**config.mk**
```make
export PLATFORM = sky130hd
export DESIGN_NAME = vga_timing_gen_flat
export DESIGN_NICKNAME = d
export VERILOG_FILES = /design/src/rtl/vga_timing_gen_if.sv /design/src/rtl/vga_timing_gen.sv /design/src/flat_wrapper.sv
export SDC_FILE = /design/constraint.sdc
export NUM_CORES = 1
export LEC_CHECK = 0
export CAP_MARGIN = 20
export CORE_ASPECT_RATIO = 1.75
export CORE_MARGIN = 2
export CORE_UTILIZATION = 37
export DETAILED_ROUTE_END_ITERATION = 7
export GPL_TIMING_DRIVEN = 0
export HOLD_SLACK_MARGIN = 0.15
export PLACE_DENSITY = 0.56
export SKIP_LAST_GASP = 1
export SLEW_MARGIN = 20
export SYNTH_ARGS = -nofsm -noshare
export SYNTH_HDL_FRONTEND = slang
export SYNTH_SLANG_ARGS = --single-unit
```
**constraint.sdc**
```tcl
create_clock -name clk -period 3 [get_ports clk]
set_input_delay 0.9 -clock clk [delete_from_list [all_inputs] [get_ports clk]]
set_output_delay 0.9 -clock clk [all_outputs]
set_load 0.01 [all_outputs]
```
**src/rtl/vga_timing_gen_if.sv**
```systemverilog
// Raster position and sync bundle from the timing generator into the draw pipeline.
// All fields belong to the same pixel, so they can be consumed together without realignment.
interface vga_if;
  logic [10:0] hcount;
  logic [10:0] vcount;
  logic        hsync;
  logic        vsync;
  logic        hblnk;
  logic        vblnk;

  modport out (output hcount, vcount, hsync, vsync, hblnk, vblnk);
  modport in  (input  hcount, vcount, hsync, vsync, hblnk, vblnk);
endinterface

```
**src/rtl/vga_timing_gen.sv**
```systemverilog
// VGA raster timing: pixel/line counters with blanking, sync and start strobes.
// Latency: every output registered, all fields aligned to the same pixel. Backpressure: none.
// Optional VGA_FRAME_CNT_EN adds a 16-bit completed-frame counter port.
module vga_timing_gen #(
  parameter int   H_ACTIVE  = 800,
  parameter int   H_FP      = 40,
  parameter int   H_SYNC    = 128,
  parameter int   H_BP      = 88,
  parameter int   V_ACTIVE  = 600,
  parameter int   V_FP      = 1,
  parameter int   V_SYNC    = 4,
  parameter int   V_BP      = 23,
  parameter logic HSYNC_POL = 1'b1,
  parameter logic VSYNC_POL = 1'b1
) (
  input  logic clk,
  input  logic rst,
  vga_if.out   vga_out,
  output logic frame_start,
  output logic line_start
`ifdef VGA_FRAME_CNT_EN
  ,
  output logic [15:0] frame_cnt
`endif
);

  localparam int H_TOTAL = H_ACTIVE + H_FP + H_SYNC + H_BP;
  localparam int V_TOTAL = V_ACTIVE + V_FP + V_SYNC + V_BP;

  generate
    if (H_TOTAL > 2048 || V_TOTAL > 2048) begin : g_bad_total
      $error("vga_timing_gen: H_TOTAL/V_TOTAL must not exceed 2048");
    end
  endgenerate

  localparam logic [10:0] H_LAST  = 11'(H_TOTAL - 1);
  localparam logic [10:0] V_LAST  = 11'(V_TOTAL - 1);
  localparam logic [11:0] H_BLNK  = 12'(H_ACTIVE);
  localparam logic [11:0] HS_BEG  = 12'(H_ACTIVE + H_FP);
  localparam logic [11:0] HS_END  = 12'(H_ACTIVE + H_FP + H_SYNC);
  localparam logic [11:0] V_BLNK  = 12'(V_ACTIVE);
  localparam logic [11:0] VS_BEG  = 12'(V_ACTIVE + V_FP);
  localparam logic [11:0] VS_END  = 12'(V_ACTIVE + V_FP + V_SYNC);

  // Low for the first cycle after reset so that pixel (0,0) is shown before counting.
  logic        started;
  logic        h_wrap;
  logic [10:0] h_nxt;
  logic [10:0] v_nxt;
  logic        h_sync_win;
  logic        v_sync_win;

  always_comb begin
    h_nxt  = '0;
    v_nxt  = '0;
    h_wrap = (vga_out.hcount == H_LAST);
    if (started) begin
      h_nxt = h_wrap ? 11'd0 : vga_out.hcount + 11'd1;
      v_nxt = vga_out.vcount;
      if (h_wrap) begin
        v_nxt = (vga_out.vcount == V_LAST) ? 11'd0 : vga_out.vcount + 11'd1;
      end
    end
  end

  // Flags are derived from the next position so they land in the same cycle as the counters.
  assign h_sync_win = ({1'b0, h_nxt} >= HS_BEG) && ({1'b0, h_nxt} < HS_END);
  assign v_sync_win = ({1'b0, v_nxt} >= VS_BEG) && ({1'b0, v_nxt} < VS_END);

  always_ff @(posedge clk) begin
    if (rst) begin
      started        <= 1'b0;
      vga_out.hcount <= '0;
      vga_out.vcount <= '0;
      vga_out.hblnk  <= 1'b0;
      vga_out.vblnk  <= 1'b0;
      vga_out.hsync  <= ~HSYNC_POL;
      vga_out.vsync  <= ~VSYNC_POL;
      line_start     <= 1'b0;
      frame_start    <= 1'b0;
    end else begin
      started        <= 1'b1;
      vga_out.hcount <= h_nxt;
      vga_out.vcount <= v_nxt;
      vga_out.hblnk  <= ({1'b0, h_nxt} >= H_BLNK);
      vga_out.vblnk  <= ({1'b0, v_nxt} >= V_BLNK);
      vga_out.hsync  <= h_sync_win ? HSYNC_POL : ~HSYNC_POL;
      vga_out.vsync  <= v_sync_win ? VSYNC_POL : ~VSYNC_POL;
      line_start     <= (h_nxt == 11'd0);
      frame_start    <= (h_nxt == 11'd0) && (v_nxt == 11'd0);
    end
  end

`ifdef VGA_FRAME_CNT_EN
  // The frame_start right after reset is not a completed frame, hence the started qualifier.
  always_ff @(posedge clk) begin
    if (rst) begin
      frame_cnt <= '0;
    end else if (started && h_nxt == 11'd0 && v_nxt == 11'd0) begin
      frame_cnt <= frame_cnt + 16'd1;
    end
  end
`endif

endmodule

```
**src/flat_wrapper.sv**
```systemverilog
// flat-port wrapper written by rule: the top's interface ports become plain ports
module vga_timing_gen_flat 
#(
  parameter int   H_ACTIVE  = 800,
  parameter int   H_FP      = 40,
  parameter int   H_SYNC    = 128,
  parameter int   H_BP      = 88,
  parameter int   V_ACTIVE  = 600,
  parameter int   V_FP      = 1,
  parameter int   V_SYNC    = 4,
  parameter int   V_BP      = 23,
  parameter logic HSYNC_POL = 1'b1,
  parameter logic VSYNC_POL = 1'b1
)
  (clk, rst, frame_start, line_start, vga_out_hcount, vga_out_vcount, vga_out_hsync, vga_out_vsync, vga_out_hblnk, vga_out_vblnk);
  vga_if vga_out_i ();
  input  logic clk;
  input  logic rst;
  output logic frame_start;
  output logic line_start;
  output wire logic [$bits(vga_out_i.hcount)-1:0] vga_out_hcount;
  output wire logic [$bits(vga_out_i.vcount)-1:0] vga_out_vcount;
  output wire logic [$bits(vga_out_i.hsync)-1:0] vga_out_hsync;
  output wire logic [$bits(vga_out_i.vsync)-1:0] vga_out_vsync;
  output wire logic [$bits(vga_out_i.hblnk)-1:0] vga_out_hblnk;
  output wire logic [$bits(vga_out_i.vblnk)-1:0] vga_out_vblnk;
  assign vga_out_hcount = vga_out_i.hcount;
  assign vga_out_vcount = vga_out_i.vcount;
  assign vga_out_hsync = vga_out_i.hsync;
  assign vga_out_vsync = vga_out_i.vsync;
  assign vga_out_hblnk = vga_out_i.hblnk;
  assign vga_out_vblnk = vga_out_i.vblnk;
  vga_timing_gen #(.H_ACTIVE(H_ACTIVE), .H_FP(H_FP), .H_SYNC(H_SYNC), .H_BP(H_BP), .V_ACTIVE(V_ACTIVE), .V_FP(V_FP), .V_SYNC(V_SYNC), .V_BP(V_BP), .HSYNC_POL(HSYNC_POL), .VSYNC_POL(VSYNC_POL)) u_core (.clk(clk), .rst(rst), .vga_out(vga_out_i), .frame_start(frame_start), .line_start(line_start));
endmodule
```
==> results of run 1 <==
-- power breakdown --
part / switching (uW) / leakage, uW / internal (uW) / total [uW]
Sequential: 2.55 / 0.000235 / 389 / 392
Clock: 139 / 0.0000443 / 182 / 321
Combinational: 16.1 / 0.000435 / 12.1 / 28.2
Total: 158 / 0.000714 / 583 / 740
-- routing by layer --
layer,GRT usage (%),routed length [um],vias up
met1,20.7,1660,733
met5,0,0,-
met2,34.6,2380,25
li1,-,-,791
met4,11.5,188,0
met3,2.90,86,12
-- area by class of cell --
type / count / area (sq um) / area share (%)
inverters: 5 / 18.8 / 0.898
plain buffers: 11 / 58.8 / 2.81
repair buffers: 29 / 290 / 13.9
well taps: 51 / 63.8 / 3.05
flip-flops and latches: 29 / 581 / 27.8
multi-input cells: 154 / 992 / 47.5
clock buffers: 7 / 86.3 / 4.13
-- flip-flops by register name (all words and copies together), names as in the netlist --
register / flops
u_core.vga_out.hcount: 11
u_core.vga_out.vcount: 11
u_core.frame_start: 1
u_core.line_start: 1
u_core.started: 1
u_core.vga_out.hblnk: 1
u_core.vga_out.hsync: 1
u_core.vga_out.vblnk: 1
u_core.vga_out.vsync: 1
-- per-stage QoR --
stage               hold slack [ps]  cell area, sq um  total power [uW]  setup WS, ps  utilization (%)
finish                          507              2090               740           431             47.9
global route                    553              2090               771           223             47.9
CTS                             514              2090               756           413             47.9
detailed placement              496              2000               429           437             45.9
global placement                492              2000               429           457             45.9
floorplan                       499              1650               414           698                -
-- worst min path at each step --
stage / end / slack [ps] / cells past startpoint
5_1_grt: u_core.vga_out.hcount[0] / 550 / 1
6_report: u_core.vga_out.hcount[0] / 510 / 1
4_1_cts: u_core.vga_out.hcount[0] / 510 / 1
3_5_place_dp: u_core.vga_out.hcount[0] / 500 / 1
2_1_floorplan: u_core.vga_out.hcount[0] / 500 / 1
3_3_place_gp: u_core.vga_out.hcount[0] / 490 / 1
-- cell usage in the layout (no fill, tap or decap), drive strengths merged, types with 4 or more instances in the layout --
cell type      netlist  final
nor2                30     30
clkdlybuf4s50        0     29
dfxtp               29     29
nand2               14     14
xnor2               11     11
nand3               10     10
clkbuf               3     10
nand4                9      9
buf                  8      8
nor3                 7      7
o21ai                6      6
inv                  5      5
xor2                 5      5
and3                 5      5
a21oi                5      5
o21a                 4      4
nand2b               4      4
-- cells by family after synthesis --
logic type | share of synthesized area, %
adder cells (fa/ha/maj) | 1.52
flip-flops | 35.2
AND/OR/NAND/NOR | 33.2
XOR/XNOR | 8.49
buffers and inverters | 4.70
multiplexers | 1.90
AO/OA/AOI/OAI | 15.0
==> results.ini, run 1 <==
[timing]
slew_headroom_pct = 71.3
worst_pin_slew_ps = 426
period_minus_slack_ps = 2570
rsz0062_at_grt = no
period_share_pct = 85.6
fin_setup_tns_ps = 0
hold_viol = 0
slew_viol_final = 0
fin_skew_ps = 2.35
setup_viol = 0
fmax_mhz = 389

[worst_setup_path]
crit_path_end = u_core.frame_start
start_kind = register
cp.depth = 7
cp_num_buf_inv = 0
path_class = reg -> reg
endpoint_kind = register
crit_path_max_fanout = 9
crit_chain = ha_1 > nand3_1 > mux2i_1 > or4b_4 > a211oi_2 > a41oi_1 > nor4b_2
slowest_delay_ps = 490
reg2reg_from = u_core.vga_out.vcount[0]
cp.arrival_ps = 2750
r2r-end = u_core.frame_start
required_ps = 3180
crit_slowest_cell = or4b_4
rr_worst_depth = 7
regToRegSetupSlack_ps = 430
cp_top_family = simple AND/OR/NAND/NOR gates
crit_path_start = u_core.vga_out.vcount[0]

[clocking]
cts_setup_buffers = 0
cts_tree = yes
numCtsBuffers = 5
max-clock-path-buffers = 2
cts.repair.resized = 0
cts-root-buf = clkbuf_8
cts_hold_buf = 0
clk_latency_ps = 270
clock_sinks = 29
path_clk_slew_ps = 60
htree_levels = 2

[route]
vias = 1561
wirelength_mm = 4.31
drt-vias-per-instance = 5.46
wl_per_cell_um = 15.1
ant_nets = 0
drt_first_pass_iters = 4
drc = 0
dr.first_iter.drc_count = 29

[final_layout]
final_nets = 239
antenna_cells = 0
final.fill_count = 448
syn_to_final_growth_pct = 26.7
final_cells = 286
drive_gt1_share_pct = 8.94

[synth]
synth-async-reset-ratio_pct = 0
synthesis.area_sq_mm = 0.00165
ys_seq_area_share_pct = 35.2
synth.distinct_cells = 50
syn_nets = 203
synth_area_leaders = dfxtp_1 (35%), nor2_1 (6.8%), xnor2_1 (5.8%), nand4_1 (3.4%), nand2_1 (3.2%)
synth-main-ff-cell = dfxtp_1
ys_ff_latch = 29
ys_top_cells_by_count = nor2_1 (30), dfxtp_1 (29), nand2_1 (14), xnor2_1 (11)
synthMostInstantiatedCell = nor2_1
yosys.area.top_type = dfxtp_1
syn-instance-count = 199
netlist.area_leader.share_pct = 35.2
ys_warn_count = 0
synth-edff-count = 0
synth.avg_cell_area_sq_um = 8.29

[die]
core_region_area_sq_mm = 0.00436
fp.dieH_um = 92.4
dieArea_sq_mm = 0.00503
start_util_pct = 37.8
die_x_um = 54.5
io_pins = 30
fp-row-count = 32

[outcome]
status = finished clean

[hold_path]
holdCritStartpoint = u_core.vga_out.hcount[0]
min_path_type = reg -> reg

[place]
place_inst = 279
numPortBuffers = 29
hpwl_mm = 3.30
place_congestion = 0.822

[power_and_ir_drop]
powerDensity_mw_per_mm2 = 354
ir_drop_mv = 0.255
leakage_uw = 0.000714

[global_routing]
grt_usage_pct = 19.7
grt_pass1_wl_mm = 7.19
grt_pass1_vias = 1539
grt.overflow.total = 0
antenna_found_initial = 0
grt_max_degree = 11

[run]
maxCapViolations = 0

Note: power is estimated with default switching activity, not from simulation.
==> run 2, diff against run 1 <==
Settings changed: RECOVER_POWER set to 25.
==> run 2 against run 1 <==
Total power shrank 0.15%. Critical endpoint is now u_core.vga_out.vsync. Flip-flop and latch count unchanged. Combinational power shrank 3%. Highest routed layer unchanged. Largest cell class unchanged. Design area barely moved. Clock power about the same.
==> results.ini, run 2 (synthesis gave the netlist of run 1 again) <==
[worst_setup_path]
regToRegSetupSlack_ps = 270
crit_path_max_fanout = 10
crit_slowest_cell = clkbuf_1
reg2reg_from = u_core.vga_out.hcount[0]
slowest_delay_ps = 470
endpoint_kind = register
crit_chain = ha_1 > and4_1 > buf_4 > nand3_2 > buf_2 > clkbuf_1 > a21oi_1 > a211oi_1 > and4b_1
cp.arrival_ps = 2890
r2r-end = u_core.vga_out.vsync
required_ps = 3160
rr_worst_depth = 9
path_class = reg -> reg
start_kind = register

[run]
maxCapViolations = 0

[power_and_ir_drop]
ir_drop_mv = 0.255
total_power_uw = 739
powerDensity_mw_per_mm2 = 354
leakage_uw = 0.000730

[route]
vias = 1574
wl_met3_um = 91
wirelength_mm = 4.30
dr.first_iter.drc_count = 29
dr_wl_met2_mm = 2.38
highest_layer = met4
drc = 0
ant_nets = 0
drt-vias-per-instance = 5.50
drt-met1-wl_mm = 1.64
drt_first_pass_iters = 4
wl_per_cell_um = 15.0

[clocking]
cts_hold_buf = 0
numCtsBuffers = 5
clock_sinks = 29
path_clk_slew_ps = 60
cts-root-buf = clkbuf_8
max-clock-path-buffers = 2
htree_levels = 2
cts_setup_buffers = 0
clk_latency_ps = 270
cts_tree = yes
cts.repair.resized = 0

[hold_path]
min_path_type = reg -> reg
whs_endpoint = u_core.vga_out.hcount[0]
hold_depth = 1
holdCritStartpoint = u_core.vga_out.hcount[0]

[die]
die_x_um = 54.5
fp.dieH_um = 92.4
io_pins = 30
dieArea_sq_mm = 0.00503
start_util_pct = 37.8
fp-row-count = 32
core_region_area_sq_mm = 0.00436

[final_layout]
final_cells = 286
syn_to_final_growth_pct = 26.6
final_nets = 239
final.fill_count = 449
drive_gt1_share_pct = 8.51
largestRegisters = u_core.vga_out.hcount (11), u_core.vga_out.vcount (11)
final_cell_mix = nor2_1 (30), dfxtp_1 (29), clkdlybuf4s50_1 (22)
fin_area_sq_mm = 0.00209
antenna_cells = 0
final_common_cell = nor2_1

[place]
numPortBuffers = 29
place_congestion = 0.822
dpl_cell_area_sq_mm = 0.00200
place_inst = 279
hpwl_mm = 3.30

[timing]
hold_viol = 0
slew_headroom_pct = 62.6
rsz0062_at_grt = no
fin_skew_ps = 2.40
period_minus_slack_ps = 2730
setup_viol = 0
fmax_mhz = 367
worst_pin_slew_ps = 561
fin_setup_tns_ps = 0
slew_viol_final = 0
period_share_pct = 90.9

[global_routing]
grt_usage_pct = 19.7
grt_pass1_vias = 1539
grt.overflow.total = 0
grt_max_degree = 11
antenna_found_initial = 0
grt_pass1_wl_mm = 7.19

[outcome]
status = finished clean

-- run 2: changes by cell type in the layout (fill, tap and decap cells not counted) --
| cell | previous run | this run |
|---|---|---|
| and2_1 | 3 | 2 |
| clkdlybuf4s50_1 | 29 | 22 |
| clkbuf_1 | 4 | 5 |
| buf_2 | 5 | 4 |
| and2_0 | 0 | 1 |
| dlygate4sd3_1 | 0 | 7 |
-- run 2: where the power goes --
group	internal, uW	switching, uW	leakage, uW
Combinational	11.2	16.1	0.000450
Sequential	389	2.46	0.000235
Clock	182	139	0.0000443
Total	582	157	0.000730
-- run 2: area by class of cell --
type / instances / area [sq um] / area share [%]
buffer: 11 / 57.6 / 2.75
clock buffer: 7 / 86.3 / 4.13
inverter: 5 / 18.8 / 0.898
multi-input combinational: 154 / 992 / 47.5
sequential: 29 / 581 / 27.8
tap: 51 / 63.8 / 3.05
timing repair buffer: 29 / 290 / 13.9
-- run 2: per-layer routing --
| metal | vias up | global-route usage (%) |
|---|---|---|
| met1 | 743 | 20.7 |
| met5 | - | 0 |
| met4 | 0 | 11.5 |
| met3 | 12 | 2.90 |
| met2 | 27 | 34.6 |
| li1 | 792 | - |
-- run 2: through the flow --
step	setup WS, ps	hold WS [ps]	utilization, %
2_1_floorplan	698	499	-
3_3_place_gp	457	492	45.9
3_5_place_dp	437	496	45.9
4_1_cts	413	514	47.9
5_1_grt	149	553	47.9
6_report	273	507	47.9
-- run 2: how the worst max path moves through the flow --
stage	start	cells after the start	slack, ps	to
after floorplan	u_core.vga_out.hcount[0]	8	700	u_core.frame_start
after global placement	u_core.vga_out.hcount[1]	8	460	u_core.frame_start
after detailed placement	u_core.vga_out.vcount[0]	7	440	u_core.frame_start
after CTS	u_core.vga_out.vcount[0]	7	410	u_core.frame_start
after global routing	u_core.vga_out.hcount[0]	9	150	u_core.vga_out.vsync
final	u_core.vga_out.hcount[0]	9	270	u_core.vga_out.vsync
-- run 2: worst max-delay path: cells and delay by family (launching register included) --
family	cells	cell delay [ps]
AOI/OAI and AO/OA	2	580
adders and majority gates	1	300
buffers and inverters	3	840
DFF	1	360
and+or+nand+nor	3	520
